==> config.mk <==
export PLATFORM = sky130hd
export DESIGN_NAME = score_keeper_flat
export DESIGN_NICKNAME = d
export VERILOG_FILES = /design/src/rtl/score_keeper_pkg.sv /design/src/rtl/score_keeper_if.sv /design/src/rtl/score_keeper_bcd_digit_inc.sv /design/src/rtl/score_keeper.sv /design/src/flat_wrapper.sv
export SDC_FILE = /design/constraint.sdc
export NUM_CORES = 1
export LEC_CHECK = 0
export BUFFER_PORTS_ARGS = -buffer_cell sky130_fd_sc_hd__buf_4
export CORE_MARGIN = 2
export CORE_UTILIZATION = 45
export CTS_CLUSTER_SIZE = 10
export DETAILED_ROUTE_END_ITERATION = 12
export PLACE_DENSITY = 0.71
export SLEW_MARGIN = 30
export SYNTH_ARGS = -nofsm -noshare
export SYNTH_HDL_FRONTEND = slang
export SYNTH_HIERARCHICAL = 1
export SYNTH_SLANG_ARGS = --single-unit
==> constraint.sdc <==
create_clock -name clk -period 1.9 [get_ports clk]
set_input_delay 0.095 -clock clk [delete_from_list [all_inputs] [get_ports clk]]
set_output_delay 0.095 -clock clk [all_outputs]
set_load 0.01 [all_outputs]
==> src/rtl/score_keeper_pkg.sv <==
`default_nettype none
// +------------------------------------------------------------------------+
// | Module   : score_keeper_pkg                                            |
// | Purpose  : Shared glyph codes, slot map bases and FSM state encoding   |
// |            for the score keeper and its renderer-facing interface.     |
// | Ports    : none (package)                                              |
// | Revision : 1.0 - initial release                                       |
// +------------------------------------------------------------------------+
package score_keeper_pkg;

  // Glyph codes understood by the score renderer; 0-9 are plain digits.
  localparam logic [3:0] GLYPH_H     = 4'd10;
  localparam logic [3:0] GLYPH_I     = 4'd11;
  localparam logic [3:0] GLYPH_BLANK = 4'd15;

  // Fixed part of the slot map. The score field starts right after the
  // hi-score field, so its base depends on DIGITS (see slot_score_base).
  localparam logic [3:0] SLOT_H       = 4'd0;
  localparam logic [3:0] SLOT_I       = 4'd1;
  localparam logic [3:0] SLOT_HI_BASE = 4'd2;

  typedef enum logic [1:0] {
    ST_IDLE = 2'd0,
    ST_RUN  = 2'd1,
    ST_OVER = 2'd2
  } state_t;

  function automatic logic [3:0] slot_score_base(input int digits);
    return 4'(int'(SLOT_HI_BASE) + digits);
  endfunction

endpackage
`default_nettype wire

==> src/rtl/score_keeper_if.sv <==
`default_nettype none
// +------------------------------------------------------------------------+
// | Module   : score_keeper_if                                             |
// | Purpose  : Game-event and renderer signals of the score keeper.        |
// | Ports    : master drives game_tick, run, game_over, restart, slot;     |
// |            slave (the score keeper) drives glyph, score, hi_score,     |
// |            flash.                                                      |
// | Revision : 1.0 - initial release                                       |
// +------------------------------------------------------------------------+
interface score_keeper_if #(
  parameter int DIGITS = 5
) ();

  logic                  game_tick;
  logic                  run;
  logic                  game_over;
  logic                  restart;
  logic [3:0]            slot;
  logic [3:0]            glyph;
  logic [4*DIGITS-1:0]   score;
  logic [4*DIGITS-1:0]   hi_score;
  logic                  flash;

  modport master (
    output game_tick, run, game_over, restart, slot,
    input  glyph, score, hi_score, flash
  );

  modport slave (
    input  game_tick, run, game_over, restart, slot,
    output glyph, score, hi_score, flash
  );

endinterface
`default_nettype wire

==> src/rtl/score_keeper_bcd_digit_inc.sv <==
`default_nettype none
// +------------------------------------------------------------------------+
// | Module   : bcd_digit_inc                                               |
// | Purpose  : One BCD digit of a ripple incrementer (9 -> 0 with carry).  |
// | Ports    : i_digit  in  4  current digit                               |
// |            i_carry  in  1  increment request from lower digit          |
// |            o_digit  out 4  next digit                                  |
// |            o_carry  out 1  carry to next higher digit                  |
// | Revision : 1.0 - initial release                                       |
// +------------------------------------------------------------------------+
module bcd_digit_inc (
  input  logic [3:0] i_digit,
  input  logic       i_carry,
  output logic [3:0] o_digit,
  output logic       o_carry
);

  logic w_is_nine;

  assign w_is_nine = (i_digit == 4'd9);
  assign o_carry   = i_carry & w_is_nine;
  assign o_digit   = !i_carry  ? i_digit :
                     w_is_nine ? 4'd0    : i_digit + 4'd1;

endmodule
`default_nettype wire

==> src/rtl/score_keeper.sv <==
`default_nettype none
// +------------------------------------------------------------------------+
// | Module   : score_keeper                                                |
// | Purpose  : Runner-game score keeper: BCD score driven by game ticks,   |
// |            hi-score capture at game end, milestone flash and a         |
// |            registered glyph lookup for the score renderer.             |
// | Ports    : clk  in  1  system clock                                    |
// |            rst  in  1  asynchronous active-low reset                   |
// |            bus  slave modport of score_keeper_if (game events in,      |
// |                 slot in, glyph/score/hi_score/flash out)               |
// | Revision : 1.0 - initial release                                       |
// +------------------------------------------------------------------------+
module score_keeper
  import score_keeper_pkg::*;
#(
  parameter int DIGITS      = 5,
  parameter int TICK_DIV    = 6,
  parameter int FLASH_TICKS = 32
) (
  input  logic           clk,
  input  logic           rst,
  score_keeper_if.slave  bus
);

  localparam int SCORE_W = 4 * DIGITS;
  localparam int TICK_W  = (TICK_DIV > 1) ? $clog2(TICK_DIV) : 1;
  // Bit 2 of the flash counter drives the blink, so keep at least 3 bits.
  localparam int FLASH_W = ($clog2(FLASH_TICKS) > 3) ? $clog2(FLASH_TICKS) : 3;
  localparam int LOW_W   = (DIGITS >= 2) ? 8 : 4;

  localparam logic [TICK_W-1:0]  TICK_LAST       = TICK_W'(TICK_DIV - 1);
  localparam logic [FLASH_W-1:0] FLASH_LAST      = FLASH_W'(FLASH_TICKS - 1);
  localparam logic [3:0]         SLOT_SCORE_BASE = slot_score_base(DIGITS);

  // Reset: assert asynchronously, release synchronously.
  logic [1:0]         r_rst_sync;
  logic               w_rst_n;

  state_t             r_state;
  logic [SCORE_W-1:0] r_score;
  logic [SCORE_W-1:0] r_hi;
  logic [TICK_W-1:0]  r_tick;
  logic [FLASH_W-1:0] r_flash_cnt;
  logic               r_flash;
  logic [3:0]         r_glyph;

  logic [SCORE_W-1:0] w_score_inc;
  logic [DIGITS:0]    w_carry;
  logic               w_saturated;
  logic               w_milestone;
  logic [SCORE_W-1:0] w_hi_next;
  logic               w_blank;
  logic [3:0]         w_glyph_next;

  always_ff @(posedge clk or negedge rst) begin
    if (!rst) begin
      r_rst_sync <= 2'b00;
    end else begin
      r_rst_sync <= {r_rst_sync[0], 1'b1};
    end
  end

  assign w_rst_n = r_rst_sync[1];

  // BCD ripple incrementer: score + 1.
  assign w_carry[0] = 1'b1;

  generate
    for (genvar gi = 0; gi < DIGITS; gi++) begin : g_digit
      bcd_digit_inc u_inc (
        .i_digit (r_score[4*gi +: 4]),
        .i_carry (w_carry[gi]),
        .o_digit (w_score_inc[4*gi +: 4]),
        .o_carry (w_carry[gi+1])
      );
    end
  endgenerate

  // A carry out of the top digit means the score is all 9s: hold it there.
  assign w_saturated = w_carry[DIGITS];
  assign w_milestone = !w_saturated && (w_score_inc[LOW_W-1:0] == '0);

  // Packed BCD orders the same as the decimal value it encodes.
  assign w_hi_next = (r_score > r_hi) ? r_score : r_hi;

  always_ff @(posedge clk or negedge w_rst_n) begin
    if (!w_rst_n) begin
      r_state     <= ST_IDLE;
      r_score     <= '0;
      r_hi        <= '0;
      r_tick      <= '0;
      r_flash_cnt <= '0;
      r_flash     <= 1'b0;
    end else if (bus.restart) begin
      // Restart beats a simultaneous game_over and works from any state.
      r_hi        <= w_hi_next;
      r_score     <= '0;
      r_tick      <= '0;
      r_flash_cnt <= '0;
      r_flash     <= 1'b0;
      r_state     <= ST_RUN;
    end else begin
      case (r_state)
        ST_IDLE: begin
          r_score <= '0;
          if (bus.run) begin
            r_state <= ST_RUN;
          end
        end

        ST_RUN: begin
          if (bus.game_over) begin
            r_hi        <= w_hi_next;
            r_flash     <= 1'b0;
            r_flash_cnt <= '0;
            r_state     <= ST_OVER;
          end else if (bus.game_tick) begin
            if (r_flash) begin
              if (r_flash_cnt == FLASH_LAST) begin
                r_flash     <= 1'b0;
                r_flash_cnt <= '0;
              end else begin
                r_flash_cnt <= r_flash_cnt + 1'b1;
              end
            end
            if (r_tick == TICK_LAST) begin
              r_tick <= '0;
              if (!w_saturated) begin
                r_score <= w_score_inc;
                // A fresh milestone restarts the window (overrides aging above).
                if (w_milestone) begin
                  r_flash     <= 1'b1;
                  r_flash_cnt <= '0;
                end
              end
            end else begin
              r_tick <= r_tick + 1'b1;
            end
          end
        end

        ST_OVER: begin
          // Everything frozen until restart.
        end

        default: begin
          r_state <= ST_IDLE;
        end
      endcase
    end
  end

  // Glyph lookup; blanking applies to score digits only.
  assign w_blank = r_flash & r_flash_cnt[2];

  always_comb begin
    w_glyph_next = GLYPH_BLANK;
    if (bus.slot == SLOT_H) begin
      w_glyph_next = GLYPH_H;
    end else if (bus.slot == SLOT_I) begin
      w_glyph_next = GLYPH_I;
    end else begin
      for (int k = 0; k < DIGITS; k++) begin
        // Digit k counts from the LSD; slots list the MSD first.
        if (bus.slot == 4'(int'(SLOT_HI_BASE) + DIGITS - 1 - k)) begin
          w_glyph_next = r_hi[4*k +: 4];
        end
        if (bus.slot == 4'(int'(SLOT_SCORE_BASE) + DIGITS - 1 - k)) begin
          w_glyph_next = w_blank ? GLYPH_BLANK : r_score[4*k +: 4];
        end
      end
    end
  end

  always_ff @(posedge clk or negedge w_rst_n) begin
    if (!w_rst_n) begin
      r_glyph <= GLYPH_BLANK;
    end else begin
      r_glyph <= w_glyph_next;
    end
  end

  assign bus.glyph    = r_glyph;
  assign bus.score    = r_score;
  assign bus.hi_score = r_hi;
  assign bus.flash    = r_flash;

endmodule
`default_nettype wire

==> src/flat_wrapper.sv <==
// flat-port wrapper written by rule: the top's interface ports become plain ports
module score_keeper_flat import score_keeper_pkg::*;
#(
  parameter int DIGITS      = 5,
  parameter int TICK_DIV    = 6,
  parameter int FLASH_TICKS = 32
)
  (clk, rst, bus_game_tick, bus_run, bus_game_over, bus_restart, bus_slot, bus_glyph, bus_score, bus_hi_score, bus_flash);
  score_keeper_if #(.DIGITS(DIGITS)) bus_i ();
  input  logic clk;
  input  logic rst;
  input wire logic [$bits(bus_i.game_tick)-1:0] bus_game_tick;
  input wire logic [$bits(bus_i.run)-1:0] bus_run;
  input wire logic [$bits(bus_i.game_over)-1:0] bus_game_over;
  input wire logic [$bits(bus_i.restart)-1:0] bus_restart;
  input wire logic [$bits(bus_i.slot)-1:0] bus_slot;
  output wire logic [$bits(bus_i.glyph)-1:0] bus_glyph;
  output wire logic [$bits(bus_i.score)-1:0] bus_score;
  output wire logic [$bits(bus_i.hi_score)-1:0] bus_hi_score;
  output wire logic [$bits(bus_i.flash)-1:0] bus_flash;
  assign bus_i.game_tick = bus_game_tick;
  assign bus_i.run = bus_run;
  assign bus_i.game_over = bus_game_over;
  assign bus_i.restart = bus_restart;
  assign bus_i.slot = bus_slot;
  assign bus_glyph = bus_i.glyph;
  assign bus_score = bus_i.score;
  assign bus_hi_score = bus_i.hi_score;
  assign bus_flash = bus_i.flash;
  score_keeper #(.DIGITS(DIGITS), .TICK_DIV(TICK_DIV), .FLASH_TICKS(FLASH_TICKS)) u_core (.clk(clk), .rst(rst), .bus(bus_i));
endmodule
# Word-level counts from Yosys, hierarchy flattened
# Index checks and enable logic that the tools add are counted.
# Widths: inputs -> output; s select.
word_totals:
  reg_bits: 57
  latchBits: 0
  mem_bits_rw: 0
  mem_bits_ro: 0
  in_bits: 10
  output_inout_bits: 45
  elab_cells: 136
  memories: 0
op_classes:
  addsub: 7
  mul: 0
  div: 0
  order_cmp: 1
  eq_ne: 31
  shift: 0
  n_mux: 63
  bitwise: 5
  n_reduce_logical: 18
ops:
  columns: ["op", "count"]
  rows:
  - ["$mux 20", 9]
  - ["$mux 4", 26]
  - ["$mux 5", 9]
  - ["$pmux 20 s2", 1]
  - ["$eq 4x4->1 const B", 9]
  - ["$ne 3x3->1 const B", 8]
  - ["$add 4x1->4 const B", 5]
  - ["$gt 20x20->1", 1]
  - ["$reduce_and 6->1", 3]
  - ["$eq 4x3->1 const B", 4]
  - ["$mux 3", 5]
  - ["$mux 1", 9]
  - ["$eq 4x2->1 const B", 2]
  - ["$logic_not 8->1", 1]
  - ["$mux 2", 3]
  - ["$pmux 2 s3", 1]
  - ["$reduce_and 3->1", 2]
  - ["$reduce_bool 2->1", 3]
  - ["$reduce_bool 3->1", 2]
  - ["$add 5x1->5 const B", 1]
  - ["$and 1x1->1", 5]
  - ["$eq 5x5->1 const B", 1]
  - ["$reduce_and 5->1", 1]
  - ["$eq 4x1->1 const B", 1]
  - ["other kinds (12)", 13]

# Longest topological paths before layout
# Gate-level depths: netlist of run 1.
logic_depth:
  depth_word: 14
  depth_mapped: 17
  depth_no_buf: 16

# Cells and area by module
# The synthesis of run 1 kept the hierarchy.
modules_own_cells:
  columns: ["mod", "n_inst", "cells_each", "area_per_inst_um2", "seq_area_each_um2"]
  rows:
  - ["score_keeper", 1, 371, 3432.0, 1431.4]
  - ["bcd_digit_inc", 5, 13, 92.6, 0.0]

# Worst setup path before layout of run 1
# No wires, ideal clock.
synth_timing:
  path_kind: "register to register"
  from: "reg u_core.r_score[3], in the netlist u_core/bus.score[3]"
  to: "reg u_core.r_flash_cnt[3]"
  arrival_time_ns: 3.968
  t_required_ns: 1.834
  setup_slack_ns: -2.133
  path_stages_with_launch: 17
  period_less_slack_ns: 4.033
  cell_sequence: "dfrtp_1 > nor2b_2 > nor3b_1 > nand2_2 > nor3b_1 > nand2_2 > nor3b_1 > nand2_2 > nor3b_1 > nand2_2 > nor3b_1 > nor4bb_1 > and3_1 > or3_1 > a21oi_1 > a21o_1 > a22o_1"
synth_between:
  elab_chain_cells: 14
  word_cells_on_any_way: 18
synth_rtl:
  columns: ["element", "line", "source"]
  rows:
  - ["from (decl)", "score_keeper.sv:40", "logic [SCORE_W-1:0] r_score;"]
  - ["from (signal assigned)", "score_keeper.sv:129", "r_score <= w_score_inc;"]
  - ["$eq 4x4->1 *", "score_keeper_bcd_digit_inc.sv:20", "assign w_is_nine = (i_digit == 4'd9);"]
  - ["net u_core.w_carry[1]", "score_keeper.sv:48", "logic [DIGITS:0] w_carry;"]
  - ["$and 1x1->1 *", "score_keeper_bcd_digit_inc.sv:21", "assign o_carry = i_carry & w_is_nine;"]
  - ["net u_core.w_carry[2]", "score_keeper.sv:48", null]
  - ["$and 1x1->1 *", "score_keeper_bcd_digit_inc.sv:21", null]
  - ["net u_core.w_carry[3]", "score_keeper.sv:48", null]
  - ["$and 1x1->1 *", "score_keeper_bcd_digit_inc.sv:21", null]
  - ["net u_core.w_carry[4]", "score_keeper.sv:48", null]
  - ["[1 not listed]", null, null]
  - ["net u_core.w_carry[5]", "score_keeper.sv:48", null]
  - ["[1 not listed]", null, null]
  - ["$logic_and 1x1->1", "score_keeper.sv:81", "assign w_milestone = !w_saturated && (w_score_inc[LOW_W-1:0] == '0);"]
  - ["$mux 5", "score_keeper.sv:131", "if (w_milestone) begin"]
  - ["$mux 5 *", "score_keeper.sv:128", "if (!w_saturated) begin"]
  - ["$mux 5 *", "score_keeper.sv:126", "if (r_tick == TICK_LAST) begin"]
  - ["$mux 5 *", "score_keeper.sv:117", "end else if (bus.game_tick) begin"]
  - ["$mux 5 *", "score_keeper.sv:112", "if (bus.game_over) begin"]
  - ["$mux 5 *", "score_keeper.sv:103", "case (r_state)"]
  - ["$mux 5 *", "score_keeper.sv:94", "end else if (bus.restart) begin"]
  - ["to (signal assigned)", "score_keeper.sv:123", "r_flash_cnt <= r_flash_cnt + 1'b1;"]
  - ["to (decl)", "score_keeper.sv:43", "logic [FLASH_W-1:0] r_flash_cnt;"]
# Mark *: on every way through the listed nets, which the timed path passes. The rest lies on a longest branch. The select of a mux whose other input is x is not followed.
# A chain may end at the register's enable or synchronous reset.

# Final worst setup path of run 1
layout_timing:
  from: "reg u_core.r_score[2], in the netlist u_core/bus.score[2]"
  to: "reg u_core.r_flash_cnt[3]"
# The elaborated chain is that of the path after synthesis.

==> metrics.md, run 1 <==
| Metric | Value |
|---|---|
| Status | finished, violations left |
| Failing checks | setup timing |
| Top cells by area in the synthesized netlist | sky130_fd_sc_hd__dfrtp_1 (34%), sky130_fd_sc_hd__mux2_4 (7.7%), sky130_fd_sc_hd__ha_1 (7.1%) |
| Clock root buffer | sky130_fd_sc_hd__clkbuf_8 |
| Detail Route Antenna Nets | 0 |
| Final WS setup | -1094 ps |
| Net total in the final layout | 617 |
| Count of final setup violators | between 40 and 50 |
| Wire per inst | 17.04 um |
| Global-route usage over all layers | 0.2461 |
| Clock insertion delay at the later pin of the skew report | between 300 and 400 ps |
| Max Cap Viol | 0 |
| Instance count of the mapped netlist | 436 |
| Place WS | -1145 ps |
| Clock skew | 13.52 ps |
| Power Total | 3407 uW |
| Non-filler cells in the finished layout | 695 |
| Highest clock rate | ~0.33 GHz |
| Post-synth EDFFs | 0 |
| Die height | 97.04 um |
| Proportion of power drawn by flip-flops and latches | 0.377 |
| Peak ir drop on the vdd network | approximately 510 uV |
| Clock transition at path regs | 70 ps |
| Launch point of the worst reg-to-reg path | u_core/bus.score[2] |
| DRC violations left | 0 |
| Number of cells on the worst reg-to-reg path | 16 |
| Clock share of power | 0.352 |
| Hold path depth | 2 |
| Total wirelength of the detailed-routed design | 11.84 mm |
| Startpoint Class | flip-flop |
| Number of detailed-routing iterations run before antenna repair | 5 |
| Site row count | 33 |
| Worst flop-to-flop path endpoint | u_core/r_flash_cnt[3] |
| Post-DP HPWL | 8.257 mm |
| Leading cell type by number of instances after synthesis | sky130_fd_sc_hd__nand2_1 |
| Grt total ovfl | 0 |
| Average cell area after synthesis | 8.933 um2 |
| Measured slew at the worst slew-check pin | 506.5 ps |
| Largest stage delay, worst path | 430 ps |
| Most numerous cell types in the synthesized netlist | sky130_fd_sc_hd__nand2_1 (58), sky130_fd_sc_hd__dfrtp_1 (53), sky130_fd_sc_hd__o21ai_0 (42), sky130_fd_sc_hd__a21oi_1 (29), sky130_fd_sc_hd__inv_1 (23) |
| Sink Count | 57 |
| TritonCTS clock tree | done |
| Htree depth | 3 |
| Num ports | 55 |
| Weighted congestion at the end of routability-driven global placement | 0.9331 |
| Number of antenna violations at the first check in global routing | 0 |
| Arrival time worst endpoint | 3280 ps |
| Int Power | between 2000 and 2500 uW |
| Antenna Cells | 0 |
| Power per cell area | 611.7 nW/um2 |
| Placed standard-cell area | a little over 5000 um2 |
| Main flop type after synthesis | sky130_fd_sc_hd__dfrtp_1 |
| Fraction of power spent switching nets | 0.3018 |
| Worst Min Path Start | bus_restart |
| Wire length of the first global-routing pass | 18.74 mm |
| Area of the placeable core | approximately 8300 um2 |
| Number of endpoints with negative hold slack in the final report | 0 |
| Summed negative setup slack over all endpoints | -39510 ps |
| Final min period | 2994 ps |
| Type of the worst min-delay path | input pin to flip-flop |
| Inst Count DP | 665 |
| Leakage | 0.002696 uW |
| Initial DRC Count | 296 |
| Element type at the critical path end | flip-flop |
| Num CTS Buffers | 9 |
| Largest net degree at the start of global routing | 41 |
| Distinct cells, synth | 53 |
| Area growth from synthesis to layout | 43.01% |
| Setup repair after global routing missed its margin | true |
| Chip width | between 90 and 100 um |
| Reported net switching power | 1028 uW |
| IO buf count | 54 |
| Combined area of all synthesized cells | 3895 um2 |
| Max Buffers Root-to-Sink | 2 |
| Vias | ~3900 |
| Relative contribution of combinational cells to total power | 0.271 |
| Post-synthesis register bit count | 57 |
| Crit path kind | flip-flop to flip-flop |
| Number of warnings printed during yosys synthesis | 6 |
| Cell-by-cell listing of the critical path | nor2b_4 > nor3b_4 > nand2_2 > nor3b_4 > nand2_2 > nor3b_4 > nand2_2 > nor3b_4 > nand2_2 > nor3b_2 > nor4bb_1 > and3_1 > or3_4 > a21oi_2 > a21o_1 > a22o_1 |
| Share of final-layout standard cells stronger than drive strength 1 | 0.3881 |
| Share of the yosys chip area belonging to registers | 0.3675 |
| Crit path max-delay cell type | sky130_fd_sc_hd__dfrtp_2 |
| Biggest fanout along the worst timing path | 4 |
| Effective utilization at floorplan | 0.4693 |
| Critical Path RT | 2180 ps |
| FFs w/ async S/R, synth | 1.000 |
| Worst-case register-to-register setup slack | -1090 ps |
| Headroom to the max-slew limit | 0.6611 |
| Portion of the clock cycle consumed by the worst path in the final layout | 1.576 |
| Cell area after layout | between 5000 and 6000 um2 |
| Area share of the largest cell type after synthesis | 0.3405 |
| Final-report max-slew violation count | 0 |
| Synth area leader | sky130_fd_sc_hd__dfrtp_1 |
| Number of global-route vias before repair | 3849 |
| Post-DR vias/cell | 5.609 |
| Hold Crit Endpoint | u_core/r_tick[0] |
| Total Die Area | 9416 um2 |
==> critical path: cells and delay by family, from the launching register on <==
family	cells	cell delay, ps
AOI/OAI and AO/OA	3	380
DFF	1	430
and+or+nand+nor	13	2130
==> stage by stage <==
| stage | hold slack (ps) | utilization |
|---|---|---|
| after floorplan | -200.6 | - |
| after global placement | -123.1 | 0.6187 |
| after detailed placement | -121.7 | 0.6187 |
| after CTS | 11.77 | 0.6584 |
| after global routing | 45.03 | 0.6712 |
| final | 47.80 | 0.6712 |
==> what timing repair did <==
action / 4_1_cts / 5_1_grt
buffers inserted: 5 / 4
hold buffers: 2 / 0
resized for setup: 9 / 7
cloned: 1 / 3
hold endpoints to repair: 4 / 0
pin swaps: 13 / 8
setup endpoints to repair: 46 / 46
==> worst max-delay path by stage <==
stage | startpoint | slack (ps) | end | cells after the start
after detailed placement | u_core/bus.score[2] | -1140 | u_core/r_flash_cnt[1] | 15
after floorplan | u_core/bus.score[2] | -1360 | u_core/r_flash_cnt[3] | 16
after global placement | u_core/bus.score[2] | -1040 | u_core/r_flash_cnt[3] | 16
final | u_core/bus.score[2] | -1090 | u_core/r_flash_cnt[3] | 16
after global routing | u_core/bus.score[2] | -1250 | u_core/r_flash_cnt[3] | 16
after CTS | u_core/bus.score[2] | -1050 | u_core/r_flash_cnt[3] | 16
==> cells in the final DEF, fill, tap and decap left out, types with 8 or more instances in the layout <==
cell / n
sky130_fd_sc_hd__clkbuf_8: 11
sky130_fd_sc_hd__inv_1: 23
sky130_fd_sc_hd__o21ai_0: 22
sky130_fd_sc_hd__nor2_1: 20
sky130_fd_sc_hd__mux2_4: 20
sky130_fd_sc_hd__a21oi_1: 28
sky130_fd_sc_hd__o22ai_1: 10
sky130_fd_sc_hd__ha_1: 20
sky130_fd_sc_hd__o21ai_1: 24
sky130_fd_sc_hd__a21o_1: 9
sky130_fd_sc_hd__nand3_1: 9
sky130_fd_sc_hd__buf_4: 139
sky130_fd_sc_hd__nand2_1: 58
sky130_fd_sc_hd__nor2b_1: 8
sky130_fd_sc_hd__dfrtp_1: 46
sky130_fd_sc_hd__nand2b_1: 9
==> cells by family (layout without fill, tap and decap cells) <==
| family | Yosys count | after routing | synth area share |
|---|---|---|---|
| buf+inv | 40 | 190 | 0.04240 |
| other cells | 1 | 5 | 0.0009628 |
| flops | 57 | 57 | 0.3675 |
| xor+xnor | 11 | 11 | 0.02473 |
| fa+ha+maj | 22 | 22 | 0.07067 |
| mux | 22 | 22 | 0.08224 |
| compound gates | 120 | 120 | 0.1866 |
| simple gates | 163 | 163 | 0.2249 |
==> layer usage <==
layer  routed length [um]  up-vias  GRT usage
met5                    0        -          0
met4                  233        0    0.09426
met3                  674       27    0.05347
met2                 5812      134     0.4049
met1                 5120     1878     0.3171
li1                     -     1859          -
==> final cells by class <==
| type | instances | area [um2] |
|---|---|---|
| Clock buffer | 11 | 151.4 |
| Timing Repair Buffer | 151 | 1247 |
| Clock inverter | 5 | 53.80 |
| Fill cell | 648 | 2729 |
| Inverter | 23 | 86.33 |
| Multi-Input combinational cell | 343 | 2460 |
| Tap cell | 105 | 131.4 |
| Sequential cell | 57 | 1440 |
==> state kept, by name, indices dropped and copies added, names as in the netlist <==
| name | flops |
|---|---|
| u_core/bus.hi_score | 20 |
| u_core/bus.score | 20 |
| u_core/r_flash_cnt | 5 |
| u_core/bus.glyph | 4 |
| u_core/r_tick | 3 |
| u_core/r_rst_sync | 2 |
| u_core/r_state | 2 |
| u_core/bus.flash | 1 |
==> power groups by stage <==
| stage | combinational (uW) | sequential [uW] | clock (uW) |
|---|---|---|---|
| global route | 969 | 1290 | 1280 |
| finish | 922 | 1280 | 1200 |
| floorplan | 485 | 1340 | 0 |
| CTS | 877 | 1280 | 1220 |
| detailed placement | 760 | 1310 | 0 |
| global placement | 744 | 1310 | 0 |
Power figures use the tool's default switching activity.
==> run 2, diff against run 1 <==
--- a/config.mk
+++ b/config.mk
@@ -11,6 +11,7 @@
 export CTS_CLUSTER_SIZE = 10
 export DETAILED_ROUTE_END_ITERATION = 12
 export PLACE_DENSITY = 0.71
+export RECOVER_POWER = 50
 export SLEW_MARGIN = 30
 export SYNTH_ARGS = -nofsm -noshare
 export SYNTH_HDL_FRONTEND = slang
==> metrics.md, run 2 (same netlist as run 1, synthesis figures left out) <==
| Metric | Value |
|---|---|
| Failing checks | setup timing (unchanged) |
| Non-filler cells in the finished layout | 695 (unchanged) |
| Element type at the critical path end | flip-flop (unchanged) |
| Biggest fanout along the worst timing path | 4 (unchanged) |
| Wire length of the first global-routing pass | 18.74 mm (unchanged) |
| Max Cap Viol | 0 (unchanged) |
| Largest net degree at the start of global routing | 41 (unchanged) |
| Place WS | -1145 ps (unchanged) |
| Number of detailed-routing iterations run before antenna repair | 4 (was 5) |
| Post-DR vias/cell | 5.599 (was 5.609) |
| Sink Count | 57 (unchanged) |
| Startpoint Class | flip-flop (unchanged) |
| Type of the worst min-delay path | input pin to flip-flop (unchanged) |
| Net total in the final layout | 617 (unchanged) |
| Worst Min Path Start | bus_restart (unchanged) |
| Die height | 97.04 um (unchanged) |
| Crit path kind | flip-flop to flip-flop (unchanged) |
| Summed negative setup slack over all endpoints | -39520 ps (was -39510 ps) |
| Antenna Cells | 0 (unchanged) |
| Num ports | 55 (unchanged) |
| Initial DRC Count | 293 (was 296) |
| Share of final-layout standard cells stronger than drive strength 1 | 0.3847 (was 0.3881) |
| Setup repair after global routing missed its margin | true (unchanged) |
| Clock insertion delay at the later pin of the skew report | 340 ps (was 350 ps) |
| Clock skew | 11.76 ps (was 13.52 ps) |
| Headroom to the max-slew limit | 0.6051 (was 0.6611) |
| Critical Path RT | 2180 ps (about the same) |
| Placed standard-cell area | 5135 um2 (unchanged) |
| Arrival time worst endpoint | 3270 ps (was 3280 ps) |
| Power per cell area | 611.9 nW/um2 (was 611.7 nW/um2) |
| Clock transition at path regs | 70 ps (about the same) |
| DRC violations left | 0 (unchanged) |
| Launch point of the worst reg-to-reg path | u_core/bus.score[2] (unchanged) |
| Max Buffers Root-to-Sink | 2 (unchanged) |
| Weighted congestion at the end of routability-driven global placement | 0.9331 (unchanged) |
| Measured slew at the worst slew-check pin | 592.4 ps (was 506.5 ps) |
| Worst setup path start | u_core/bus.score[2] (unchanged) |
| Number of antenna violations at the first check in global routing | 0 (unchanged) |
| Area of the placeable core | 8299 um2 (unchanged) |
| Total wirelength of the detailed-routed design | 11.87 mm (was 11.84 mm) |
| Highest clock rate | 0.3343 GHz (was 0.3340 GHz) |
| Total Die Area | 9416 um2 (unchanged) |
| Most common cell after layout, fill and taps aside | sky130_fd_sc_hd__buf_4 (unchanged) |
| Vias | 3891 (was 3898) |
| Number of endpoints with negative hold slack in the final report | 0 (unchanged) |
| Peak ir drop on the vdd network | 503.8 uV (was 505.8 uV) |
| Clock root buffer | sky130_fd_sc_hd__clkbuf_8 (unchanged) |
| Area growth from synthesis to layout | 42.43% (was 43.01%) |
| Highest-count cells in the layout ignoring fill and taps | sky130_fd_sc_hd__buf_4 (137), sky130_fd_sc_hd__nand2_1 (58), sky130_fd_sc_hd__dfrtp_1 (47) (was sky130_fd_sc_hd__buf_4 (139), sky130_fd_sc_hd__nand2_1 (58), sky130_fd_sc_hd__dfrtp_1 (46)) |
| Detail Route Antenna Nets | 0 (unchanged) |
| Inst Count DP | 665 (unchanged) |
| Chip width | 97.04 um (unchanged) |
| Final WS setup | -1091 ps (was -1094 ps) |
| Leakage | 0.002687 uW (was 0.002696 uW) |
| Final-report max-slew violation count | 0 (unchanged) |
| Number of global-route vias before repair | 3849 (unchanged) |
| Cell area after layout | 5548 um2 (was 5570 um2) |
| IO buf count | 54 (unchanged) |
| Global-route usage over all layers | 0.2461 (unchanged) |
| Site row count | 33 (unchanged) |
| TritonCTS clock tree | done (unchanged) |
| Final min period | 2991 ps (was 2994 ps) |
| Grt total ovfl | 0 (unchanged) |
| Post-DP HPWL | 8.257 mm (unchanged) |
| Wire per inst | 17.08 um (was 17.04 um) |
| Status | finished, violations left (unchanged) |
| Effective utilization at floorplan | 0.4693 (unchanged) |
| Htree depth | 3 (unchanged) |
| Num CTS Buffers | 9 (unchanged) |
| Count of final setup violators | 46 (unchanged) |
| Portion of the clock cycle consumed by the worst path in the final layout | 1.574 (was 1.576) |
[run 2: cell types whose count changed in the layout (fill, tap and decap cells not counted), sizes merged]
cell / before / now
clkbuf: 14 / 17
buf: 146 / 143
[run 2: critical path, cell delays in order (launching register included)]
cell and delay (ps):
sky130_fd_sc_hd__dfrtp_2 430, sky130_fd_sc_hd__nor2b_4 120, sky130_fd_sc_hd__nor3b_4 210, sky130_fd_sc_hd__nand2_2 100, sky130_fd_sc_hd__nor3b_4 210, sky130_fd_sc_hd__nand2_2 100
sky130_fd_sc_hd__nor3b_4 210, sky130_fd_sc_hd__nand2_2 100, sky130_fd_sc_hd__nor3b_4 200, sky130_fd_sc_hd__nand2_2 80, sky130_fd_sc_hd__nor3b_2 160, sky130_fd_sc_hd__nor4bb_1 90
sky130_fd_sc_hd__and3_1 160, sky130_fd_sc_hd__or3_4 380, sky130_fd_sc_hd__a21oi_2 140, sky130_fd_sc_hd__a21o_1 130, sky130_fd_sc_hd__a22o_1 110
[run 2: final timing paths]
path / end / slack (ps) / cells after the start
worst max register to register: u_core/r_flash_cnt[3] / -1090 / 16
max in group asynchronous: u_core/bus.hi_score[11] / 730 / 1
worst max-delay path: u_core/r_flash_cnt[3] / -1090 / 16
min in group asynchronous: u_core/r_rst_sync[1] / 60 / 2
worst min register to register: u_core/r_tick[2] / 210 / 0
worst min-delay path: u_core/r_tick[0] / 50 / 2
[run 2: metal layers]
layer | share of wire | vias to the layer above | track usage
met1 | 0.44 | 1882 | 0.3171
li1 | - | 1863 | -
met4 | 0.022 | 0 | 0.09426
met3 | 0.052 | 28 | 0.05347
met5 | 0 | - | 0
met2 | 0.49 | 118 | 0.4049
[run 2: stage by stage]
stage | power (uW) | hold slack [ps] | utilization
after detailed placement | 2068 | -121.7 | 0.6187
after global routing | 3533 | 45.02 | 0.6685
after global placement | 2051 | -123.1 | 0.6187
after floorplan | 1828 | -200.6 | -
final | 3394 | 48.73 | 0.6685
after CTS | 3380 | 11.77 | 0.6584
[run 2: area by class of cell]
| class | count | area [um2] |
|---|---|---|
| Fill cell | 651 | 2751 |
| Multi-Input combinational cell | 343 | 2460 |
| Clock inverter | 5 | 53.80 |
| Clock buffer | 11 | 151.4 |
| Timing Repair Buffer | 151 | 1226 |
| Inverter | 23 | 86.33 |
| Tap cell | 105 | 131.4 |
| Sequential cell | 57 | 1439 |
[run 2: what timing repair did]
action,in CTS,in global routing
endpoints found under the hold margin,4,0
gates resized for setup,9,7
cloned,1,3
endpoints found under the setup margin,46,46
pin swaps,13,8
hold buffers,2,0
buffers inserted,5,4
[run 2: where the power goes]
part | total (uW) | leakage, uW | internal, uW | switching, uW
combinational | 918 | 0.00182 | 441 | 478
clock | 1190 | 0.000109 | 672 | 520
sequential | 1280 | 0.000762 | 1260 | 23.6
==> run 3, diff against run 2 <==
--- a/config.mk
+++ b/config.mk
@@ -5,6 +5,7 @@
 export SDC_FILE = /design/constraint.sdc
 export NUM_CORES = 1
 export LEC_CHECK = 0
+export ABC_AREA = 1
 export BUFFER_PORTS_ARGS = -buffer_cell sky130_fd_sc_hd__buf_4
 export CORE_MARGIN = 2
 export CORE_UTILIZATION = 45
==> metrics.md, run 3 <==
| Metric | Value |
|---|---|
| Status | finished, violations left (unchanged) |
| Failing checks | setup timing (unchanged) |
| Clock transition at path regs | 70 ps (about the same) |
| Area fraction in compound gates after synthesis | 0.1198 (was 0.1866) |
| Hold Crit Endpoint | u_core/r_state[1] (was u_core/r_tick[0]) |
| Highest-count cells in the layout ignoring fill and taps | sky130_fd_sc_hd__buf_4 (155), sky130_fd_sc_hd__nand2_1 (95), sky130_fd_sc_hd__inv_1 (70) (was sky130_fd_sc_hd__buf_4 (137), sky130_fd_sc_hd__nand2_1 (58), sky130_fd_sc_hd__dfrtp_1 (47)) |
| Share of final-layout standard cells stronger than drive strength 1 | 0.4051 (was 0.3847) |
| Average cell area after synthesis | 7.224 um2 (was 8.933 um2) |
| Worst-case register-to-register setup slack | -790 ps (was -1090 ps) |
| Worst Min Path Start | bus_game_over (was bus_restart) |
| Main flop type after synthesis | sky130_fd_sc_hd__dfrtp_1 (unchanged) |
| IO buf count | 54 (unchanged) |
| Number of warnings printed during yosys synthesis | 6 (unchanged) |
| Net total in the final layout | 733 (was 617) |
| Number of antenna violations at the first check in global routing | 0 (unchanged) |
| Highest clock rate | 0.3721 GHz (was 0.3343 GHz) |
| Post-Synth Simple-Gate Area | 0.3022 (was 0.2249) |
| Leading cell type by number of instances after synthesis | sky130_fd_sc_hd__nand2_1 (unchanged) |
| Detail Route Antenna Nets | 0 (unchanged) |
| Post-DP HPWL | 8.528 mm (was 8.257 mm) |
| FFs w/ async S/R, synth | 1.000 (unchanged) |
| Number of endpoints with negative hold slack in the final report | 0 (unchanged) |
| Weighted congestion at the end of routability-driven global placement | 0.9283 (was 0.9331) |
| Htree depth | 3 (unchanged) |
| Total Die Area | 9178 um2 (was 9416 um2) |
| Power Total | 6550 uW (was 3394 uW) |
| Area growth from synthesis to layout | 53.02% (was 42.43%) |
| TritonCTS clock tree | done (unchanged) |
| Vias | 4536 (was 3891) |
| Met1 usage in global routing | 0.3492 (was 0.3171) |
| Num CTS Buffers | 9 (unchanged) |
| Most common cell after layout, fill and taps aside | sky130_fd_sc_hd__buf_4 (unchanged) |
| Number of global-route vias before repair | 4365 (was 3849) |
| Post-synth EDFFs | 0 (unchanged) |
| Adder-cell share of the synthesized area | 0.07258 (was 0.07067) |
| GRT Max-Usage Layer | met2 (unchanged) |
| Launch point of the worst reg-to-reg path | u_core/bus.score[2] (unchanged) |
| Clock insertion delay at the later pin of the skew report | 360 ps (was 340 ps) |
| Most numerous cell types in the synthesized netlist | sky130_fd_sc_hd__nand2_1 (96), sky130_fd_sc_hd__inv_1 (86), sky130_fd_sc_hd__nand3_1 (70), sky130_fd_sc_hd__nor2_1 (58), sky130_fd_sc_hd__dfrtp_1 (53) (was sky130_fd_sc_hd__nand2_1 (58), sky130_fd_sc_hd__dfrtp_1 (53), sky130_fd_sc_hd__o21ai_0 (42), sky130_fd_sc_hd__a21oi_1 (29), sky130_fd_sc_hd__inv_1 (23)) |
| Final min period | 2688 ps (was 2991 ps) |
| Grt total ovfl | 0 (unchanged) |
| DRC violations left | 0 (unchanged) |
| Antenna Cells | 0 (unchanged) |
| Wire per inst | 16.55 um (was 17.08 um) |
| Proportion of synthesized area in mux cells | 0.005279 (was 0.08224) |
| Max Cap Viol | 0 (unchanged) |
| Share of the yosys chip area belonging to registers | 0.3774 (was 0.3675) |
| XOR/XNOR share of the synthesized area | 0.01386 (was 0.02473) |
| Portion of the clock cycle consumed by the worst path in the final layout | 1.415 (was 1.574) |
| Peak ir drop on the vdd network | 794.7 uV (was 503.8 uV) |
| Worst setup path start | u_core/bus.score[2] (unchanged) |
| Area share of the largest cell type after synthesis | 0.3497 (was 0.3405) |
| Power per cell area | 1129 nW/um2 (was 611.9 nW/um2) |
| GR Layer Usage met2 | 0.4959 (was 0.4049) |
| Biggest fanout along the worst timing path | 8 (was 4) |
| Wire length of the first global-routing pass | 20.15 mm (was 18.74 mm) |
| Initial DRC Count | 431 (was 293) |
| Met3 capacity usage during global routing | 0.03681 (was 0.05347) |
| Site row count | 33 (unchanged) |
| Count of final setup violators | 46 (unchanged) |
| Arrival time worst endpoint | 2930 ps (was 3270 ps) |
| Hold path depth | 3 (was 2) |
| Summed negative setup slack over all endpoints | -22270 ps (was -39520 ps) |
| Worst flop-to-flop path endpoint | u_core/bus.score[17] (was u_core/r_flash_cnt[3]) |
| Top cells by area in the synthesized netlist | sky130_fd_sc_hd__dfrtp_1 (35%), sky130_fd_sc_hd__nand2_1 (9.5%), sky130_fd_sc_hd__nand3_1 (9.2%) (was sky130_fd_sc_hd__dfrtp_1 (34%), sky130_fd_sc_hd__mux2_4 (7.7%), sky130_fd_sc_hd__ha_1 (7.1%)) |
| Num ports | 55 (unchanged) |
| Largest net degree at the start of global routing | 41 (unchanged) |
| Global-route usage over all layers | 0.2885 (was 0.2461) |
| Die height | 95.80 um (was 97.04 um) |
| Chip width | 95.80 um (was 97.04 um) |
| Effective utilization at floorplan | 0.4639 (was 0.4693) |
| Instance count of the mapped netlist | 525 (was 436) |
| Element type at the critical path end | flip-flop (unchanged) |
| Type of the worst min-delay path | input pin to flip-flop (unchanged) |
| Startpoint Class | flip-flop (unchanged) |
| Clock root buffer | sky130_fd_sc_hd__clkbuf_8 (unchanged) |
| Clock skew | 14.94 ps (was 11.76 ps) |
| Synth area leader | sky130_fd_sc_hd__dfrtp_1 (unchanged) |
| Dominant combinational cell family by area after synthesis | simple AND/OR/NAND/NOR gates (unchanged) |
| Number of cells on the worst reg-to-reg path | 26 (was 16) |
| Distinct cells, synth | 36 (was 53) |
| Crit path kind | flip-flop to flip-flop (unchanged) |
| Number of detailed-routing iterations run before antenna repair | 5 (was 4) |
| Total wirelength of the detailed-routed design | 13.42 mm (was 11.87 mm) |
| Post-synthesis register bit count | 57 (unchanged) |
| Leakage | 0.002931 uW (was 0.002687 uW) |
| Setup repair after global routing missed its margin | true (unchanged) |
| Final-report max-slew violation count | 0 (unchanged) |
| Area of the placeable core | 8175 um2 (was 8299 um2) |
| Sink Count | 57 (unchanged) |
| Combined area of all synthesized cells | 3792 um2 (was 3895 um2) |
| Final WS setup | -787.6 ps (was -1091 ps) |
| Post-DR vias/cell | 5.593 (was 5.599) |
| Critical Path RT | 2140 ps (was 2180 ps) |
| Max Buffers Root-to-Sink | 2 (unchanged) |
run 3: cell types whose count changed in the layout (fill, tap and decap cells not counted), moves of 20 or more:
cell	delta
sky130_fd_sc_hd__mux2_4	-20
sky130_fd_sc_hd__nor2_1	+31
sky130_fd_sc_hd__nand3_2	+26
sky130_fd_sc_hd__inv_1	+47
sky130_fd_sc_hd__nand2_1	+37
sky130_fd_sc_hd__nand3_1	+34
sky130_fd_sc_hd__inv_2	+20
run 3: worst max-delay path by stage:
stage                       endpoint  slack [ps]  cells after the start
6_report        u_core/bus.score[17]        -790                     26
5_1_grt         u_core/bus.score[17]        -940                     27
4_1_cts         u_core/bus.score[17]        -590                     26
3_5_place_dp   u_core/r_flash_cnt[2]        -640                     26
3_3_place_gp   u_core/r_flash_cnt[2]        -500                     26
2_1_floorplan  u_core/r_flash_cnt[2]        -590                     25
run 3: kinds of logic after synthesis:
logic type                 after synthesis
DFF                                     57
adders and majority gates               22
and+or+nand+nor                        252
xor gates and xnor gates                 6
muxes                                    2
AOI/OAI and AO/OA                       83
buffers and inverters                  102
other                                    1
run 3: critical path, stage by stage (launching register included):
cell,delay [ps]
sky130_fd_sc_hd__dfrtp_2,430
sky130_fd_sc_hd__nor2_4,90
sky130_fd_sc_hd__nand3_2,80
sky130_fd_sc_hd__inv_2,70
sky130_fd_sc_hd__nand2_2,60
sky130_fd_sc_hd__inv_2,70
sky130_fd_sc_hd__nand3_2,90
sky130_fd_sc_hd__inv_2,90
sky130_fd_sc_hd__nand2_2,80
sky130_fd_sc_hd__inv_2,80
sky130_fd_sc_hd__nand3_2,100
sky130_fd_sc_hd__inv_2,90
sky130_fd_sc_hd__nand2_2,60
sky130_fd_sc_hd__inv_2,60
sky130_fd_sc_hd__nand3_2,90
sky130_fd_sc_hd__inv_2,90
sky130_fd_sc_hd__nand2_2,70
sky130_fd_sc_hd__inv_2,70
sky130_fd_sc_hd__nand3_2,90
sky130_fd_sc_hd__inv_2,60
sky130_fd_sc_hd__inv_2,30
sky130_fd_sc_hd__nand4_1,90
sky130_fd_sc_hd__a22oi_2,80
sky130_fd_sc_hd__buf_6,150
sky130_fd_sc_hd__buf_8,140
sky130_fd_sc_hd__nand3_2,80
sky130_fd_sc_hd__o21ai_2,50
run 3: area by class of cell:
cell class | count | area [um2]
Multi-Input combinational cell | 368 | 2260
Fill cell | 603 | 2372
Timing Repair Buffer | 175 | 1441
Clock inverter | 7 | 71.32
Tap cell | 105 | 131.4
Clock buffer | 9 | 123.9
Inverter | 90 | 337.8
Sequential cell | 57 | 1438
run 3: metal layers:
metal / vias up / wire, um
li1: 2065 / -
met1: 2131 / 5026
met2: 275 / 6507
met3: 65 / 1241
met4: 0 / 644
met5: - / 0
run 3: metrics by stage:
stage | cell area (um2) | utilization | hold WS (ps) | instances | worst slack (ps)
2_1_floorplan | 3940 | - | -200.6 | 527 | -594.0
4_1_cts | 5635 | 0.6893 | 14.74 | 806 | -592.1
3_5_place_dp | 5032 | 0.6155 | -121.9 | 754 | -638.2
6_report | 5803 | 0.7098 | 27.66 | 811 | -787.6
5_1_grt | 5803 | 0.7098 | 69.49 | 811 | -944.6
3_3_place_gp | 5032 | 0.6155 | -122.1 | 754 | -502.9
run 3: report_power, final:
group	switching, uW	internal (uW)	leakage, uW
clock network	558	604	0.000103
registers	126	1420	0.000760
logic	2070	1770	0.00207
total	2760	3790	0.00293
run 3: what timing repair did:
| item | CTS | global route |
|---|---|---|
| cloned | 1 | 1 |
| hold buffers | 3 | 0 |
| setup buffers | 33 | 4 |
| gates resized for setup | 29 | 34 |
| pin swaps | 14 | 11 |
| hold endpoints to repair | 5 | 0 |
| setup endpoints to repair | 46 | 46 |
